**config.mk**
```make
export PLATFORM = sky130hd
export DESIGN_NAME = wb_stage
export DESIGN_NICKNAME = d
export VERILOG_FILES = /design/src/rtl/wb_stage_pkg.sv /design/src/rtl/wb_stage_load_ext.sv /design/src/rtl/wb_stage.sv
export SDC_FILE = /design/constraint.sdc
export NUM_CORES = 1
export LEC_CHECK = 0
export CORE_MARGIN = 4
export CORE_UTILIZATION = 51
export DETAILED_ROUTE_END_ITERATION = 8
export PLACE_DENSITY = 0.89
export RECOVER_POWER = 50
export SYNTH_ARGS = -nofsm -noshare
export SYNTH_HDL_FRONTEND = slang
export SYNTH_HIERARCHICAL = 1
export SYNTH_SLANG_ARGS = --single-unit
```
**constraint.sdc**
```tcl
create_clock -name clk -period 5.9 [get_ports clk]
set_input_delay 0.59 -clock clk [delete_from_list [all_inputs] [get_ports clk]]
set_output_delay 0.59 -clock clk [all_outputs]
set_load 0.005 [all_outputs]
```
**src/rtl/wb_stage_pkg.sv**
```systemverilog
// wb_stage_pkg: opcode/funct codes, writeback select and load type encodings
package wb_stage_pkg;
    localparam logic [5:0] OP_RTYPE = 6'h00;
    localparam logic [5:0] OP_LW    = 6'h23;
    localparam logic [5:0] OP_LH    = 6'h21;
    localparam logic [5:0] OP_LHU   = 6'h25;
    localparam logic [5:0] OP_LB    = 6'h20;
    localparam logic [5:0] OP_LBU   = 6'h24;
    localparam logic [5:0] OP_JAL   = 6'h03;
    localparam logic [5:0] OP_ADDI  = 6'h08;
    localparam logic [5:0] OP_SLTI  = 6'h0a;
    localparam logic [5:0] OP_ANDI  = 6'h0c;
    localparam logic [5:0] OP_ORI   = 6'h0d;
    localparam logic [5:0] OP_LUI   = 6'h0f;
    localparam logic [5:0] JR_FUNCT    = 6'h08;
    localparam logic [5:0] JALR_FUNCT  = 6'h09;
    localparam logic [5:0] MFHI_FUNCT  = 6'h10;
    localparam logic [5:0] MTHI_FUNCT  = 6'h11;
    localparam logic [5:0] MFLO_FUNCT  = 6'h12;
    localparam logic [5:0] MTLO_FUNCT  = 6'h13;
    localparam logic [5:0] MULT_FUNCT  = 6'h18;
    localparam logic [5:0] MULTU_FUNCT = 6'h19;
    localparam logic [5:0] DIV_FUNCT   = 6'h1a;
    localparam logic [5:0] DIVU_FUNCT  = 6'h1b;
    typedef enum logic [2:0] {SEL_ALU = 3'd0, SEL_MEM = 3'd1, SEL_LINK = 3'd2, SEL_HI = 3'd3, SEL_LO = 3'd4} wd_sel_e;
    typedef enum logic [2:0] {LD_W, LD_H, LD_HU, LD_B, LD_BU} ld_type_e;
endpackage

```
**src/rtl/wb_stage_load_ext.sv**
```systemverilog
// load_ext: byte/half extraction from an aligned word with sign or zero extension
module load_ext
    import wb_stage_pkg::*;
#(
    parameter int DATA_W = 32
) (
    input  logic [DATA_W-1:0] word,
    input  logic [1:0]        offset,
    input  ld_type_e          ld_type,
    output logic [DATA_W-1:0] result
);
    logic [7:0]  b;
    logic [15:0] h;
    // pick the addressed byte/half, then extend by load type; half ignores offset[0]
    always_comb begin
        b = word[{offset, 3'b000} +: 8];
        h = word[{offset[1], 4'b0000} +: 16];
        result = ld_type == LD_B  ? {{(DATA_W-8){b[7]}}, b} :
                 ld_type == LD_BU ? {{(DATA_W-8){1'b0}}, b} :
                 ld_type == LD_H  ? {{(DATA_W-16){h[15]}}, h} :
                 ld_type == LD_HU ? {{(DATA_W-16){1'b0}}, h} : word;
    end
endmodule

```
**src/rtl/wb_stage.sv**
```systemverilog
// wb_stage: M/W pipeline register, GRF write decode and writeback select (trace: WB_TRACE_EN)
module wb_stage
    import wb_stage_pkg::*;
#(
    parameter int DATA_W      = 32,
    parameter int PC_LINK_OFF = 8,
    parameter int RA_ADDR     = 31
) (
    input  logic              clk,
    input  logic              reset,
    input  logic              W_en,
    input  logic              W_clr,
    input  logic [31:0]       M_Instr,
    input  logic [31:0]       M_PC,
    input  logic [DATA_W-1:0] M_ALUResult,
    input  logic [DATA_W-1:0] M_DMRD,
    input  logic [DATA_W-1:0] M_HI,
    input  logic [DATA_W-1:0] M_LO,
    output logic [31:0]       W_Instr,
    output logic [31:0]       W_PC,
    output logic [DATA_W-1:0] W_WD,
    output logic [4:0]        W_A3,
    output logic              W_WE,
    output logic              W_valid
);
    logic [DATA_W-1:0] alu, dmrd, hi, lo, ld_data;
    logic [5:0]        op, fn;
    logic              is_r, r_wr, is_load, is_ialu, is_jal, writer;
    logic [31:0]       link;
    ld_type_e          ld_type;
    wd_sel_e           sel;
    // pipeline register: reset and flush both insert a bubble, clear beats load
    always_ff @(posedge clk) begin
        if (reset || W_clr) begin
            W_Instr <= '0;
            W_PC    <= '0;
            alu     <= '0;
            dmrd    <= '0;
            hi      <= '0;
            lo      <= '0;
            W_valid <= 1'b0;
        end else if (W_en) begin
            W_Instr <= M_Instr;
            W_PC    <= M_PC;
            alu     <= M_ALUResult;
            dmrd    <= M_DMRD;
            hi      <= M_HI;
            lo      <= M_LO;
            W_valid <= 1'b1;
        end
    end
    // decode the stored instruction into write address, enable and data select
    always_comb begin
        op      = W_Instr[31:26];
        fn      = W_Instr[5:0];
        is_r    = op == OP_RTYPE;
        r_wr    = is_r && !(fn inside {JR_FUNCT, MTHI_FUNCT, MTLO_FUNCT, MULT_FUNCT, MULTU_FUNCT, DIV_FUNCT, DIVU_FUNCT});
        is_load = op inside {OP_LW, OP_LH, OP_LHU, OP_LB, OP_LBU};
        is_ialu = op inside {OP_ADDI, OP_SLTI, OP_ANDI, OP_ORI, OP_LUI};
        is_jal  = op == OP_JAL;
        writer  = r_wr || is_load || is_ialu || is_jal;
        ld_type = op == OP_LB ? LD_B : op == OP_LBU ? LD_BU : op == OP_LH ? LD_H : op == OP_LHU ? LD_HU : LD_W;
        W_A3    = r_wr ? W_Instr[15:11] : (is_load || is_ialu) ? W_Instr[20:16] : is_jal ? 5'(RA_ADDR) : 5'd0;
        W_WE    = W_valid && writer && W_A3 != 5'd0;
        sel     = is_load ? SEL_MEM :
                  (is_jal || (is_r && fn == JALR_FUNCT)) ? SEL_LINK :
                  (is_r && fn == MFHI_FUNCT) ? SEL_HI :
                  (is_r && fn == MFLO_FUNCT) ? SEL_LO : SEL_ALU;
        link    = W_PC + 32'(PC_LINK_OFF);
        W_WD    = sel == SEL_MEM  ? ld_data :
                  sel == SEL_LINK ? DATA_W'(link) :
                  sel == SEL_HI   ? hi :
                  sel == SEL_LO   ? lo : alu;
    end
    load_ext #(.DATA_W(DATA_W)) u_load_ext (
        .word   (dmrd),
        .offset (alu[1:0]),
        .ld_type(ld_type),
        .result (ld_data)
    );
`ifdef WB_TRACE_EN
    // judge-format trace of every committed GRF write
    always @(posedge clk) begin
        if (!reset && W_WE) $display("@%h: $%d <= %h", W_PC, W_A3, W_WD);
    end
`else
`endif
endmodule

```
# [After elaboration in Yosys (flattened, before gate mapping)]
# Cells that the tools add are included.
[word_totals] ff_bits=193 in_bits=196 output_inout_bits=103 word_cells=76
[op_classes] add_sub_neg=1 eq_ne=29 shift=2 n_mux=19 reduce_logical=18
[op_table] operator="$mux 32" count=8
[op_table] operator="$eq 6x5->1 const B" count=8
[op_table] operator="$eq 6x4->1 const B" count=7
[op_table] operator="$add 32x4->32 const B" count=1
[op_table] operator="$shiftx 32x6->16" count=1
[op_table] operator="$shiftx 32x6->8" count=1
[op_table] operator="$eq 6x6->1 const B" count=5
[op_table] operator="$mux 3" count=6
[op_table] operator="$mux 5" count=3
[op_table] operator="$reduce_bool 5->1" count=3
[op_table] operator="$eq 3x2->1 const B" count=4
[op_table] operator="$reduce_bool 7->1" count=1
[op_table] operator="$eq 3x1->1 const B" count=2
[op_table] operator="$eq 3x3->1 const B" count=2
[op_table] operator="$eq 6x2->1 const B" count=1
[op_table] operator="$logic_and 1x1->1" count=6
[op_table] operator="$logic_not 6->1" count=1
[op_table] operator="$logic_or 1x1->1" count=6
[op_table] operator="$mux 2" count=2
[op_table] operator="$logic_not 1->1" count=1

# [Logic depth before layout (Yosys ltp)]
[logic_depth] depth_word=11 mapped_depth=12 depth_no_buf=9

# [By module]
# The synthesis kept the hierarchy.
[by_module_without_submodules] mod="wb_stage" instances=1 cells_each=936 area_each_um2=8627.0 seq_area_each_um2=3863.7
[by_module_without_submodules] mod="load_ext" instances=1 cells_each=124 area_each_um2=1011.0 seq_area_each_um2=0.0

# [Worst setup path before layout]
# Ideal clock, no wire load.
[synth_path] path_kind="register -> output" startpoint="reg W_Instr[27]" endpoint="out W_WD[22]" arrival_ns=2.221 required_time_ns=5.310 setup_slack_ns=3.089 path_stages_with_launch=10 path_buffers=2 cell_sequence="dfxtp_1 -> nor3_1 -> nand2_1 -> nor3b_1 -> buf_6 -> nand2b_1 -> mux2i_2 -> buf_2 -> o2bb2ai_1 -> a221o_1"
[synth_via] elab_chain_cells=11 elab_cells_between_ends=36 cone_classes="eq/ne: 14; mux: 16; reduce/logical: 6"
[synth_lines] element="start, declared" line="wb_stage.sv:19" rtl="output logic [31:0] W_Instr,"
[synth_lines] element="start signal, assigned" line="wb_stage.sv:43" rtl="W_Instr <= M_Instr;"
[synth_lines] element="$eq 6x6->1" line="wb_stage.sv:62" rtl="ld_type = op == OP_LB ? LD_B : op == OP_LBU ? LD_BU : op == OP_LH ? LD_H : op == OP_LHU ? LD_HU : LD_W;"
[synth_lines] element="$mux 2 (2 in series)" line="wb_stage.sv:62"
[synth_lines] element="$mux 3" line="wb_stage.sv:62"
[synth_lines] element="$mux 3 (*)" line="wb_stage.sv:62"
[synth_lines] element="net ld_type[1]" line="wb_stage.sv:30" rtl="ld_type_e ld_type;"
[synth_lines] element="$eq 3x2->1" line="wb_stage_load_ext.sv:21" rtl="ld_type == LD_HU ? {{(DATA_W-16){1'b0}}, h} : word;"
[synth_lines] element="$mux 32" line="wb_stage_load_ext.sv:21"
[synth_lines] element="$mux 32" line="wb_stage_load_ext.sv:20" rtl="ld_type == LD_H ? {{(DATA_W-16){h[15]}}, h} :"
[synth_lines] element="$mux 32" line="wb_stage_load_ext.sv:19" rtl="ld_type == LD_BU ? {{(DATA_W-8){1'b0}}, b} :"
[synth_lines] element="$mux 32 (*)" line="wb_stage_load_ext.sv:18" rtl="result = ld_type == LD_B ? {{(DATA_W-8){b[7]}}, b} :"
[synth_lines] element="net ld_data[22]" line="wb_stage.sv:26" rtl="logic [DATA_W-1:0] alu, dmrd, hi, lo, ld_data;"
[synth_lines] element="$mux 32 (*)" line="wb_stage.sv:70" rtl="W_WD = sel == SEL_MEM ? ld_data :"
[synth_lines] element="end, declared" line="wb_stage.sv:21" rtl="output logic [DATA_W-1:0] W_WD,"
# Mark *: on every way through the listed nets, which the timed path passes. The rest lies on a longest branch.

# [Final worst setup path]
[layout_path] startpoint="in W_clr" endpoint="reg alu[10]"
[layout_via] elab_chain_cells=1
[layout_lines] element="start, declared" line="wb_stage.sv:12" rtl="input logic W_clr,"
[layout_lines] element="$logic_or 1x1->1" line="wb_stage.sv:34" rtl="if (reset || W_clr) begin"
[layout_lines] element="end signal, assigned" line="wb_stage.sv:45" rtl="alu <= M_ALUResult;"
[layout_lines] element="end, declared" line="wb_stage.sv:26"
# No other way between the ends.
# A chain may end at the register's enable or synchronous reset.

==> results.toml <==
[synth]
avgSynthCellArea_sq_um = 9.09
yosysWarnings = 6
async_flop_share_pct = 0
ys_ff_latch = 193
synth.net_count = 1257
synth_cell_types = 67
synth_ff_type = "dfxtp_1"
syn-instance-count = 1060
ys_seq_area_share_pct = 40.1
syn_area_sq_um = 9640
synth_edf_count = 0

[global_routing]
grt-ovfl-total = 0
grt_pass1_wl_um = 49500
grt_max_degree = 105
antenna_found_initial = 1
grt_usage_pct = 29.4
grt_pass1_vias = 8731

[status]
violations = "capacitance limit, slew limit"
status = "complete, but fails checks"

[timing]
fin_tns_setup_ps = 0
worst_slew_pin_slew_ps = 3920
hold_violations = 0
fmax_ghz = 0.195
post-route-period-util_pct = 87.0
fin_ws_ps = 768
relSlewSlack_pct = -161
finalMaxSlewViolations = 74
final-setup-viol-count = 0
rsz0062_at_grt = "false"
fin_skew_ps = 0
period_needed_ps = 5130

[route]
drtIter0Drc = 963
drt_first_pass_iters = 6
routed_wl_um = 32300
viasPerCell = 5.79
wl_per_cell_um = 20.9
vias = 8957
ant_nets = 0
post-route-drc-count = 0

[power]
ir_drop_mv = 0.195
p_leak_nw = 5.37
power_per_cell_area_nw_per_um2 = 230

[worst_setup_path]
critPathMaxFanout = 73
reg2reg_slack_ps = 4660
crit_required_ps = 6180
critPathMaxStageDelay_ps = 2770
arrival_ps = 5410
reg2reg_from = "W_Instr[1]"
rr_worst_depth = 3
timing.critical_path.cells = "dlygate4sd3_1 > or2_0 > clkbuf_2 > nor2_1"
timing.rr.end = "W_Instr[1]"
crit_path_end_kind = "register"
cpMaxStageDelayCell = "or2_0"
cp-start-kind = "primary input"
crit_type = "primary input to register"

[layout]
finalNonFillerCells = 1548
layout-drive-gt1-share_pct = 5.10
n_antenna_cell = 0
area_delta_synth_final_pct = 37.1
post-route-util_pct = 70.9
finalNetCount = 1498

[cts]
cts_hold_buf = 0
ctsHtreeMaxLevel = 4
root_buffer = "clkbuf_16"
path_clk_slew_ps = 80
clkSinkCount = 193
cts_tree = "yes"
numCtsBuffers = 17
cts_setup_buffers = 0
clk_latency_ps = 430
clk_path_buf_depth = 2
cts_resized = 0

[worst_hold_path]
hold_path.class = "register to register"
min_to = "hi[1]"
min_path_cells = 2
hold_start = "hi[1]"

[flow_run]
max_cap_violations = 1

[die]
ios = 299
die_w_um = 145
die_h_um = 145
rows = 50
dieArea_sq_um = 21200
core_area_sq_um = 18600
start_util_pct = 51.7

[placement]
dpl.hpwl_um = 23700
dp_cells = 1516
port-buffer-count = 298
gp_congestion = 0.922
place_ws_ps = 1490
==> layer usage <==
metal | vias up | share of wire [%] | global-route usage (%) | routed length, um
li1 | 4227 | - | - | -
met1 | 4242 | 41 | 37.2 | 13200
met2 | 419 | 46 | 47.4 | 15000
met3 | 67 | 9.3 | 9.34 | 3010
met4 | 2 | 3.3 | 10.5 | 1060
met5 | - | 0.040 | 0 | 13
==> flip-flops by register name, indices dropped and copies added, names as in the netlist <==
register	cells
alu	32
lo	32
dmrd	32
W_Instr	32
W_PC	32
hi	32
W_valid	1
==> synth_stat cells (all sizes together) (2+ instances only) <==
cell type	number	area share, %
inv	2	0.078
xnor2	14	1.5
o221ai	3	0.34
nor3b	2	0.16
o41ai	8	0.73
nor3	11	0.57
o21ai	48	2.5
or3b	9	0.82
a221o	6	0.62
nand3	12	0.62
o2bb2ai	16	1.5
a21oi	29	1.5
o21a	2	0.16
a211oi	3	0.23
nor2	233	9.2
or2	2	0.13
mux4	8	1.9
mux2i	225	23
a21boi	7	0.55
nor2b	4	0.26
nand2	50	1.9
o22ai	2	0.13
clkbuf	46	1.8
xor2	14	1.3
and4	6	0.55
a22oi	15	1.2
dfxtp	193	40
o211ai	6	0.47
a31oi	11	0.71
nand2b	5	0.32
buf	36	2.1
and3	5	0.38
and2	4	0.29
mux2	2	0.23
nand4	5	0.32
==> cell families (layout without fill, tap and decap cells) <==
logic type / after synthesis / after routing / share of synthesized area, %
adder cells (fa/ha/maj): 1 / 1 / 0.130
AO/OA/AOI/OAI: 165 / 165 / 11.5
multiplexers: 235 / 235 / 25.5
buffers and inverters: 84 / 338 / 3.95
XOR/XNOR: 28 / 28 / 2.82
AND/OR/NAND/NOR: 354 / 354 / 16.1
flip-flops: 193 / 193 / 40.1
==> power breakdown <==
group,internal (W),total (W),switching [W],leakage [nW]
Combinational,0.000258,0.000440,0.000182,3.50
Clock,0.000627,0.00121,0.000585,0.304
Sequential,0.00135,0.00139,0.0000464,1.57
Total,0.00223,0.00304,0.000813,5.37
==> worst max-delay path, delay by kind of cell <==
kind,cells,cell delay [ps]
and+or+nand+nor,2,2930
buffers and inverters,2,1800
==> cell usage in the layout (no fill, tap or decap), drive strengths merged, types with 7 or more instances in the layout <==
cell type      netlist  final
clkdlybuf4s50        0    232
mux2i              225    225
clkbuf              46     19
dfxtp              193    193
a31oi               11     11
xnor2               14     14
dlygate4sd3          0     65
a21boi               7      7
nor3                11     11
o2bb2ai             16     16
o21ai               48     48
nand2               50     50
inv                  2     11
o41ai                8      8
mux4                 8      8
a21oi               29     29
or3b                 9      9
a22oi               15     15
xor2                14     14
nor2               233    233
nand3               12     12
==> worst max-delay path by stage <==
| stage | slack [ps] | depth (start not counted) | from | to |
|---|---|---|---|---|
| finish | 770 | 4 | W_clr | alu[10] |
| global placement | 1550 | 10 | W_Instr[27] | W_WD[2] |
| global route | 440 | 4 | W_clr | hi[8] |
| CTS | 990 | 10 | W_Instr[27] | W_WD[2] |
| floorplan | 3090 | 9 | W_Instr[27] | W_WD[22] |
| detailed placement | 1490 | 10 | W_Instr[27] | W_WD[2] |
==> cell type report <==
| class | instances | area [sq um] |
|---|---|---|
| Sequential cell | 193 | 3860 |
| Multi-Input combinational cell | 783 | 5390 |
| Tap cell | 234 | 293 |
| Timing Repair Buffer | 304 | 3040 |
| Fill cell | 1383 | 5430 |
| Clock inverter | 14 | 176 |
| Clock buffer | 18 | 439 |
| Inverter | 2 | 7.51 |
==> per-stage QoR <==
stage | instance area (sq um) | power (W) | hold WS [ps]
after floorplan | 9640 | 0.00162 | 452
after global placement | 12600 | 0.00185 | 469
after detailed placement | 12600 | 0.00186 | 481
after CTS | 13200 | 0.00306 | 502
after global routing | 13200 | 0.00314 | 521
final | 13200 | 0.00304 | 497
Note: power is estimated with default switching activity, not from simulation.
